[src/rtl/seq_alu_exec.sv]
// seq_alu_exec: RV32I integer execute unit behind a valid/ready handshake.
// Logic, arithmetic and compare ops finish in one cycle. Shifts iterate one
// bit position per cycle.
module seq_alu_exec #(
    parameter int XLEN = 32
) (
    input  logic            clk,
    input  logic            reset,
    input  logic            in_valid,
    output logic            in_ready,
    input  logic [3:0]      aluControl,
    input  logic [XLEN-1:0] srcA,
    input  logic [XLEN-1:0] srcB,
    output logic            out_valid,
    input  logic            out_ready,
    output logic [XLEN-1:0] result,
    output logic            zero,
    output logic            illegal
);

    localparam int SHW = $clog2(XLEN);

    typedef enum logic [1:0] {
        IDLE,
        SHIFT,
        DONE
    } state_e;

    typedef enum logic [3:0] {
        OP_ADD  = 4'd0,
        OP_SUB  = 4'd1,
        OP_SLL  = 4'd2,
        OP_SLT  = 4'd3,
        OP_SLTU = 4'd4,
        OP_XOR  = 4'd5,
        OP_SRA  = 4'd6,
        OP_SRL  = 4'd7,
        OP_OR   = 4'd8,
        OP_AND  = 4'd9
    } op_e;

    state_e          state;
    logic [XLEN-1:0] acc;
    logic [SHW-1:0]  cnt;
    logic [3:0]      op_q;

    logic            accept;
    logic            is_shift;
    logic [SHW-1:0]  shamt;
    logic [XLEN-1:0] alu_res;
    logic            alu_ill;
    logic [XLEN-1:0] first_step;
    logic [XLEN-1:0] next_step;

    // Single-position shift for one of the three shift codes.
    function automatic logic [XLEN-1:0] shift1(input logic [3:0] op,
                                               input logic [XLEN-1:0] v);
        logic [XLEN-1:0] r;
        case (op)
            OP_SLL:  r = {v[XLEN-2:0], 1'b0};
            OP_SRA:  r = {v[XLEN-1], v[XLEN-1:1]};
            default: r = {1'b0, v[XLEN-1:1]};
        endcase
        return r;
    endfunction

    assign accept     = in_valid & in_ready;
    assign shamt      = srcB[SHW-1:0];
    assign is_shift   = (aluControl == OP_SLL) || (aluControl == OP_SRA) ||
                        (aluControl == OP_SRL);
    assign first_step = shift1(aluControl, srcA);
    assign next_step  = shift1(op_q, acc);

    // Single-cycle result for non-shift codes; unused codes flag illegal.
    always_comb begin
        alu_res = '0;
        alu_ill = 1'b0;
        case (aluControl)
            OP_ADD:  alu_res = srcA + srcB;
            OP_SUB:  alu_res = srcA - srcB;
            OP_SLT:  alu_res = {{(XLEN-1){1'b0}}, ($signed(srcA) < $signed(srcB))};
            OP_SLTU: alu_res = {{(XLEN-1){1'b0}}, (srcA < srcB)};
            OP_XOR:  alu_res = srcA ^ srcB;
            OP_OR:   alu_res = srcA | srcB;
            OP_AND:  alu_res = srcA & srcB;
            OP_SLL, OP_SRA, OP_SRL: alu_res = '0;
            default: alu_ill = 1'b1;
        endcase
    end

    // Control FSM with registered handshake and result outputs.
    // The first shift step is taken in the accept cycle so that a shift by
    // n raises out_valid n cycles after accept; cnt then holds the steps left.
    always_ff @(posedge clk or posedge reset) begin
        if (reset) begin
            state     <= IDLE;
            in_ready  <= 1'b1;
            out_valid <= 1'b0;
            result    <= '0;
            zero      <= 1'b0;
            illegal   <= 1'b0;
            acc       <= '0;
            cnt       <= '0;
            op_q      <= '0;
        end else begin
            case (state)
                IDLE: begin
                    if (accept) begin
                        in_ready <= 1'b0;
                        op_q     <= aluControl;
                        if (is_shift) begin
                            illegal <= 1'b0;
                            if (shamt == '0) begin
                                result    <= srcA;
                                zero      <= (srcA == '0);
                                out_valid <= 1'b1;
                                state     <= DONE;
                            end else if (shamt == SHW'(1)) begin
                                result    <= first_step;
                                zero      <= (first_step == '0);
                                out_valid <= 1'b1;
                                state     <= DONE;
                            end else begin
                                acc   <= first_step;
                                cnt   <= shamt - SHW'(1);
                                state <= SHIFT;
                            end
                        end else begin
                            result    <= alu_res;
                            zero      <= (alu_res == '0);
                            illegal   <= alu_ill;
                            out_valid <= 1'b1;
                            state     <= DONE;
                        end
                    end
                end
                SHIFT: begin
                    acc <= next_step;
                    cnt <= cnt - SHW'(1);
                    if (cnt == SHW'(1)) begin
                        result    <= next_step;
                        zero      <= (next_step == '0);
                        out_valid <= 1'b1;
                        state     <= DONE;
                    end
                end
                DONE: begin
                    if (out_ready) begin
                        out_valid <= 1'b0;
                        in_ready  <= 1'b1;
                        state     <= IDLE;
                    end
                end
                default: begin
                    state     <= IDLE;
                    in_ready  <= 1'b1;
                    out_valid <= 1'b0;
                end
            endcase
        end
    end

endmodule

[config.mk]
export PLATFORM = sky130hd
export DESIGN_NAME = seq_alu_exec
export DESIGN_NICKNAME = d
export VERILOG_FILES = /design/src/rtl/seq_alu_exec.sv
export SDC_FILE = /design/constraint.sdc
export NUM_CORES = 1
export LEC_CHECK = 0
export BUFFER_PORTS_ARGS = -buffer_cell sky130_fd_sc_hd__buf_2
export CORE_MARGIN = 4
export CORE_UTILIZATION = 25
export DETAILED_ROUTE_END_ITERATION = 10
export GPL_TIMING_DRIVEN = 0
export MAX_ROUTING_LAYER = met4
export SLEW_MARGIN = 20
export SYNTH_ARGS = -nofsm -noshare
export SYNTH_HDL_FRONTEND = slang
export SYNTH_SLANG_ARGS = --single-unit
[constraint.sdc]
create_clock -name clk -period 8.3 [get_ports clk]
set_input_delay 1.245 -clock clk [delete_from_list [all_inputs] [get_ports clk]]
set_output_delay 1.245 -clock clk [all_outputs]
set_load 0.03 [all_outputs]
# --- After elaboration in Yosys (flattened, before gate mapping) ---
# Index checks and enable logic that the tools add are counted.
word_totals:
  register_bits: 79
  in_bits: 72
  output_inout_bits: 36
  word_cells: 103
op_classes:
  add_sub_neg: 4
  magnitude_cmp: 2
  eq_ne: 22
  n_mux: 44
  n_bitwise: 5
  reduce_logical: 17
ops:
  columns: ["operator", "count"]
  rows:
  - ["$mux W32", 9]
  - ["$pmux W32 S2", 4]
  - ["$pmux W32 S7", 1]
  - ["$logic_not A32 Y1", 4]
  - ["$lt A32 B32 Y1", 2]
  - ["$add A32 B32 Y32", 1]
  - ["$and A32 B32 Y32", 1]
  - ["$or A32 B32 Y32", 1]
  - ["$sub A32 B32 Y32", 1]
  - ["$xor A32 B32 Y32", 1]
  - ["$eq A4 B3 Y1 const B", 5]
  - ["$mux W5", 4]
  - ["$mux W1", 15]
  - ["$eq A4 B2 Y1 const B", 3]
  - ["$mux W2", 6]
  - ["$ne A2 B2 Y1 const B", 6]
  - ["$eq A5 B1 Y1 const B", 2]
  - ["$pmux W5 S2", 1]
  - ["$reduce_or A10 Y1", 1]
  - ["$sub A5 B1 Y5 const B", 2]
  - ["$eq A4 B4 Y1 const B", 2]
  - ["$reduce_and A4 Y1", 2]
  - ["$pmux W1 S3", 2]
  - ["$pmux W2 S3", 1]
  - ["15 further kinds", 17]

# --- Logic depth before layout (Yosys ltp) ---
# Gate-level depths: netlist (run 1).
depth:
  word_depth: 8
  depth_mapped: 15
  ltp_nobuf: 15

# --- Least setup slack after synthesis (run 1) ---
# No wires, ideal clock.
synth_path:
  kind: "input -> register"
  start: "input srcA[0]"
  end: "register zero"
  setup_time_ns: 0.103
  t_arrival_ns: 4.517
  t_required_ns: 8.197
  slack_ns: 3.679
  path_stages: 15
  path_buffers: 0
  cell_sequence: "inv_1 ha_1 inv_1 fa_1 nand2b_4 a2111o_1 a2111oi_4 nand3_2 a21oi_1 or3b_1 nand2_1 mux2i_1 or3_1 or4b_2 o41ai_2"
synth_between:
  elab_chain_cells: 7
  word_cells_on_any_way: 17
  cone_classes: "2 x add/sub; 2 x order compare; 7 x mux; 3 x bitwise; 3 x reduce/logical"
synth_rtl:
  columns: ["item", "line_no", "source"]
  rows:
  - ["start, declared", "12", "input logic [XLEN-1:0] srcA,"]
  - ["branches (longest 4 deep; another with $sub A32 B32 Y32)", null, null]
  - ["$mux W1 (*)", "111", "if (is_shift) begin"]
  - ["$mux W1 (*)", "108", "if (accept) begin"]
  - ["$pmux W1 S2 (*)", "106", "case (state)"]
  - ["end signal, assigned", "115", "zero <= (srcA == '0);"]
  - ["end signal, assigned", "120", "zero <= (first_step == '0);"]
  - ["end signal, assigned", "130", "zero <= (alu_res == '0);"]
  - ["end, declared", "17", "output logic zero,"]
# Mark *: on every way between the ends. The select of a mux whose other input is x is not followed.
# A chain may end at the register's enable or synchronous reset.

# --- Worst setup path in the final report (run 1) ---
# Ends and elaborated chain as after synthesis.

==> flow_metrics.tcl, run 1 <==
set metrics [dict create \
    gp_congestion 0.983 \
    period_needed_ns 5.67 \
    fmax_mhz 176 \
    final.setup.tns_ns 0 \
    clk_pin_slew_ns 0.07 \
    numCtsBuffers 9 \
    synth_area_leaders "dfrtp_1 (18%), ha_1 (12%), nand2_1 (9.9%), o21ai_0 (5.7%), a21oi_1 (5.0%)" \
    grt_overflow_total 0 \
    viasPerCell 5.56 \
    end_kind "register" \
    root_buffer "clkbuf_16" \
    synthToLayoutAreaGrowth_pct 14.9 \
    netlist.top_cell.by_area "dfrtp_1" \
    peakVddDrop_v 0.000104 \
    detailed_place_hpwl_um 41500 \
    grt.total_usage_pct 21.3 \
    arrival_ns 5.92 \
    ctsResizeCount 0 \
    layout.nets 1879 \
    drv_cap 0 \
    tightest_slew_ns 1.19 \
    synth_edf_count 0 \
    synthesis.area_mm2 0.0109 \
    setup_viol 0 \
    start_util_pct 25.3 \
    ys.flop_type "dfrtp_1" \
    drive_gt1_share_pct 10.2 \
    switching_share_pct 51.0 \
    crit_required_ns 8.54 \
    clk_latency_ns 0.35 \
    pwr-share-clk_pct 17.2 \
    crit_path_max_fanout 5 \
    dieArea_mm2 0.0470 \
    min_path_type "register to register" \
    grt_pass1_vias 12200 \
    ys_types 86 \
    grt_pass1_wl_um 76000 \
    hold_violations 0 \
    cp-start-kind "input pin" \
    cts_buffer_depth 2 \
    antenna_found_initial 1 \
    postSynthAreaPerCell_um2 6.90 \
    io_pins 108 \
    die_w_um 217 \
    synthArstFlopShare_pct 100 \
    grt_max_degree 57 \
    ys_warn_count 0 \
    seq_area_mm2 0.00198 \
    p_per_area_mw_per_mm2 198 \
    ys_seq_elements 79 \
    via_count 12700 \
    internal-power_w 0.00122 \
    drv_slew 0 \
    synth_nets 1761 \
    crit_type "input pin to register" \
    rsz0062_at_grt "false" \
    cts.sinks 79 \
    drcViolationCount 0 \
    yosysSeqAreaShare_pct 18.1 \
    fillCellCount 4845 \
    postCtsHoldBufs 0 \
    core_mm2 0.0431 \
    routed_wl_um 51000 \
    wl_per_cell_um 22.3 \
    power_leakage_nw 5.52 \
    cts_setup_buffers 0 \
    yosysTopAreaCellShare_pct 17.9 \
    drtIter0Drc 1620 \
    p_switching_w 0.00126 \
    portBuffers 106 \
    slew-limit-headroom_pct 19.4 \
    multi_input_area_mm2 0.00813 \
    cts_tree "done" \
    die_h_um 217 \
    rows 76 \
    finalCritPeriodShare_pct 68.3 \
    status "finished, final reports clean" \
    pwr-share-seq_pct 28.4 \
    skew_ns 0.0116 \
    syn_inst 1580 \
    hold_ws_ns 0.462 \
    combPwrFrac_pct 54.4 \
    dr.pass1.iters 6 \
    detail-route-antenna-nets 0 \
    h-tree-depth 3 \
]
Yosys cell counts, drive strengths merged (16+ instances only):
cell type / instances
nor3: 37
a21oi: 110
buf: 17
a211oi: 42
inv: 103
ha: 107
a31oi: 16
nor2: 116
nand4: 28
o211ai: 18
o31ai: 20
o311ai: 23
nand3: 59
mux2i: 44
dfrtp: 78
clkbuf: 91
nand2: 289
o21ai: 125
nor4: 28
a21o: 16
power by group through the flow:
stage | Clock [W] | Sequential (W) | Combinational [W]
floorplan | 0 | 0.000834 | 0.000720
global placement | 0 | 0.000702 | 0.00132
detailed placement | 0 | 0.000707 | 0.00133
CTS | 0.000430 | 0.000702 | 0.00134
global route | 0.000447 | 0.000727 | 0.00147
finish | 0.000427 | 0.000704 | 0.00135
cell families after synthesis:
logic type / count (synthesis) / synth area share (%)
muxes: 50 / 4.66
AOI/OAI and AO/OA: 476 / 29.1
adders and majority gates: 109 / 12.6
DFF: 79 / 18.1
and+or+nand+nor: 647 / 27.4
xor gates and xnor gates: 8 / 0.643
buffers and inverters: 211 / 7.36
critical path, cell delays in order:
cell	delay, ns
buf_2	0.15
ha_1	0.28
fa_1	0.42
a21o_1	0.22
a221oi_2	0.50
o21ai_0	0.38
a21boi_0	0.56
nand3b_1	0.18
o221ai_1	0.27
a2111oi_0	0.49
and4_1	0.25
nand4_1	0.12
or4_1	0.60
o41ai_2	0.22
stage by stage:
stage | cell area (µm²) | util (%) | instances | setup WS [ns] | power [W]
after floorplan | 10900 | - | 1580 | 3.68 | 0.00155
after global placement | 12200 | 28.2 | 2271 | 2.33 | 0.00202
after detailed placement | 12200 | 28.3 | 2272 | 2.44 | 0.00204
after CTS | 12500 | 29.1 | 2288 | 2.76 | 0.00247
after global routing | 12500 | 29.1 | 2289 | 2.41 | 0.00264
final | 12500 | 29.1 | 2289 | 2.63 | 0.00248
sequential cells by signal, summed over array words and instances (netlist names):
| signal | cells |
|---|---|
| acc | 32 |
| result | 32 |
| cnt | 5 |
| op_q | 4 |
| state | 2 |
| illegal | 1 |
| in_ready | 1 |
| out_valid | 1 |
| zero | 1 |
final cells by class:
class	instances	share of cell area (%)
buffer	108	3.32
sequential	79	15.8
timing repair buffer	107	4.46
tap	585	5.84
multi-input combinational	1290	64.9
inverter	103	3.11
clock inverter	5	0.509
antenna	1	0.0200
clock buffer	11	2.02
path summary, 6_finish.rpt:
check / cells past startpoint / end / from / slack [ns]
worst max register to register: 11 / zero$_DFFE_PP0P_ / in_ready$_DFFE_PP1P_ / 4.14
worst max-delay path: 14 / zero$_DFFE_PP0P_ / srcA[0] / 2.63
max in group asynchronous: 3 / in_ready$_DFFE_PP1P_ / reset / 6.78
min in group asynchronous: 2 / acc[28]$_DFFE_PP0P_ / reset / 0.87
worst min register to register: 2 / result[19]$_DFFE_PP0P_ / result[19]$_DFFE_PP0P_ / 0.46
worst min-delay path: 2 / result[19]$_DFFE_PP0P_ / result[19]$_DFFE_PP0P_ / 0.46
layer usage:
metal / share of wire [%] / track usage [%] / vias up
li1: - / - / 5949
met1: 43 / 28.3 / 6119
met2: 46 / 34.5 / 572
met3: 7.5 / 2.35 / 94
met4: 3.1 / 6.49 / 0
met5: 0 / - / -
layout by cell type (no fill, tap or decap), types with 44 or more instances in the layout:
| cell type | n |
|---|---|
| nand2_1 | 289 |
| nand3_1 | 58 |
| ha_1 | 107 |
| dfrtp_1 | 78 |
| mux2i_1 | 44 |
| clkbuf_1 | 91 |
| a21oi_1 | 109 |
| o21ai_0 | 124 |
| inv_1 | 99 |
| buf_2 | 114 |
| nor2_1 | 116 |
Note: power is estimated with default switching activity, not from simulation.
==> run 2: changes to the inputs <==
Settings changed: ABC_AREA set to 1.
Clock period 8.3 ns to 4.7 ns, I/O delays scaled along.
==> run 2 against run 1 <==
Compared with the run above:
- area after synthesis increased by 6.1%
- sequential share of layout area decreased by 0.85 points
- hold slack got worse by 0.094 ns
- count of clock-buffer cells in the layout unchanged
- worst setup slack got worse by 1.6 ns
- clock power increased by 89%
- combinational power increased by 100%
- non-clock buffer count decreased by 27
- routed wire length increased by 4.2%
- highest routed layer unchanged
- largest cell class unchanged
- cell area increased by 5.7%
==> flow_metrics.tcl, run 2 <==
set metrics [dict create \
    status "finished, final reports clean" \
    synth_area_leaders "nand2_1 (19%), dfrtp_1 (17%), ha_1 (12%), inv_1 (9.3%), nor2_1 (7.4%)" \
    ys_top_cells_by_count "nand2_1 (582), inv_1 (286), nor2_1 (229), nand3_1 (170), ha_1 (107)" \
    drcViolationCount 0 \
    syn_inst 2012 \
    grtUsageMet1_pct 26.6 \
    start_util_pct 25.4 \
    io_pins 108 \
    portBuffers 107 \
    grt_pass1_vias 13400 \
    numCtsBuffers 9 \
    rows 78 \
    crit_required_ns 4.97 \
    drv_cap 0 \
    netlist.top_cell.by_area "nand2_1" \
    routed_wl_um 53100 \
    clk_pin_slew_ns 0.06 \
    dieArea_mm2 0.0498 \
    end_kind "register" \
    postSynthAreaPerCell_um2 5.75 \
    grt_max_degree 50 \
    ys.flop_type "dfrtp_1" \
    final_common_cell "nand2_1" \
    finalCritPeriodShare_pct 77.3 \
    fmax_mhz 275 \
    grt.total_usage_pct 21.1 \
    seq_area_mm2 0.00198 \
    cts_buffer_depth 2 \
    drtIter0Drc 1419 \
    top_usage_layer "met2" \
    synth_nets 2193 \
    hold_violations 0 \
    synthArstFlopShare_pct 100 \
    die_w_um 223 \
    detailed_place_hpwl_um 45300 \
    rsz0062_at_grt "false" \
    viasPerCell 5.07 \
    min_path_type "input pin to asynchronous set/reset pin" \
    synthesis.area_mm2 0.0116 \
    tightest_slew_ns 0.870 \
    cts_tree "done" \
    post-route-util_pct 29.0 \
    ctsResizeCount 0 \
    multi_input_area_mm2 0.00801 \
    dr.pass1.iters 5 \
    core_mm2 0.0456 \
    slew-limit-headroom_pct 41.5 \
    crit_type "input pin to register" \
    yosysMostFrequentCell "nand2_1" \
    drive_gt1_share_pct 11.7 \
    power_leakage_nw 7.06 \
    h-tree-depth 3 \
    ys_warn_count 0 \
    cts.sinks 79 \
    wl_per_cell_um 19.4 \
    cp-start-kind "input pin" \
    die_h_um 223 \
    clk_latency_ns 0.34 \
    cts_setup_buffers 0 \
    yosysSeqAreaShare_pct 17.1 \
    fillCellCount 5146 \
    setup_viol 0 \
    skew_ns 0.0104 \
    synth_edf_count 0 \
    arrival_ns 3.90 \
    top_regs "acc x32, result x32, cnt x5" \
    synthToLayoutAreaGrowth_pct 14.4 \
    yosysTopAreaCellShare_pct 18.9 \
    period_needed_ns 3.64 \
    drv_slew 0 \
    grt_overflow_total 0 \
    gp_congestion 1.06 \
    root_buffer "clkbuf_16" \
    antenna_found_initial 0 \
    postCtsHoldBufs 0 \
    ys_seq_elements 79 \
    mostFrequentLayoutCells "nand2_1 (582), inv_1 (285), nor2_1 (229)" \
    r2r_slack_ns 1.98 \
    gr-usage-met2_pct 35.5 \
    grt_pass1_wl_um 80000 \
    via_count 13900 \
    detail-route-antenna-nets 0 \
    final.setup.tns_ns 0 \
    crit_path_max_fanout 8 \
    use_met3_pct 1.38 \
    p_per_area_mw_per_mm2 362 \
    layout.nets 2312 \
    peakVddDrop_v 0.000353 \
    ys_types 50 \
]
## run 2: kinds of logic after synthesis
group | share of synthesized area, %
flip-flops | 17.1
XOR/XNOR | 0.303
adder cells (fa/ha/maj) | 11.9
AO/OA/AOI/OAI | 17.8
AND/OR/NAND/NOR | 39.2
buffers and inverters | 13.7
## run 2: routing by layer
layer  up-vias  wire length [µm]
met4         0              2280
met3       110              3000
li1       6751                 -
met5         -                 0
met2       533             25000
met1      6491             22800
## run 2: worst paths after layout
path,startpoint,endpoint,depth (start not counted)
max,srcA[12],zero$_DFFE_PP0P_,22
min,reset,acc[27]$_DFFE_PP0P_,2
max reg2reg,op_q[0]$_DFFE_PP0P_,zero$_DFFE_PP0P_,12
min reg2reg,op_q[1]$_DFFE_PP0P_,op_q[1]$_DFFE_PP0P_,2
max in group asynchronous,reset,in_ready$_DFFE_PP1P_,3
min in group clk,op_q[1]$_DFFE_PP0P_,op_q[1]$_DFFE_PP0P_,2
## run 2: final cells by class
| type | instances | share of cell area, % |
|---|---|---|
| Antenna cell | 1 | 0.0189 |
| Buffer | 80 | 3.18 |
| Clock buffer | 11 | 1.83 |
| Clock inverter | 5 | 0.785 |
| Inverter | 309 | 8.80 |
| Multi-Input combinational cell | 1544 | 60.5 |
| Sequential cell | 79 | 14.9 |
| Tap cell | 600 | 5.67 |
| Timing Repair Buffer | 108 | 4.25 |
## run 2: worst max-delay path, stage by stage
cell and delay, ns:
buf_2 0.19, inv_1 0.11, ha_1 0.28, buf_2 0.21, inv_1 0.16, a21oi_1 0.27
nor2_1 0.07, nor2_1 0.22, nand2_1 0.15, inv_1 0.09, nand2_1 0.12, nand3_1 0.12
nand3_1 0.07, nand2_1 0.09, nor2_1 0.05, nor2_1 0.32, nand3_1 0.18, nor2_1 0.13
nand2_1 0.05, nand2_1 0.06, nand2_1 0.10, a21oi_2 0.14
## run 2: where the power goes
part	internal [W]	total, W	leakage, nW	switching, W
logic	0.000806	0.00272	5.98	0.00191
registers	0.00104	0.00126	0.918	0.000226
clock network	0.000534	0.000808	0.170	0.000274
total	0.00238	0.00479	7.06	0.00241
## run 2: metrics by stage
stage	cell area (µm²)	cells	total power (W)	worst slack [ns]	hold WS, ns
floorplan	11600	2012	0.00307	1.97	0.453
global placement	12900	2719	0.00392	0.894	0.471
detailed placement	12900	2720	0.00396	0.884	0.479
CTS	13200	2736	0.00478	1.23	0.377
global route	13200	2736	0.00516	0.877	0.404
finish	13200	2737	0.00479	1.06	0.368
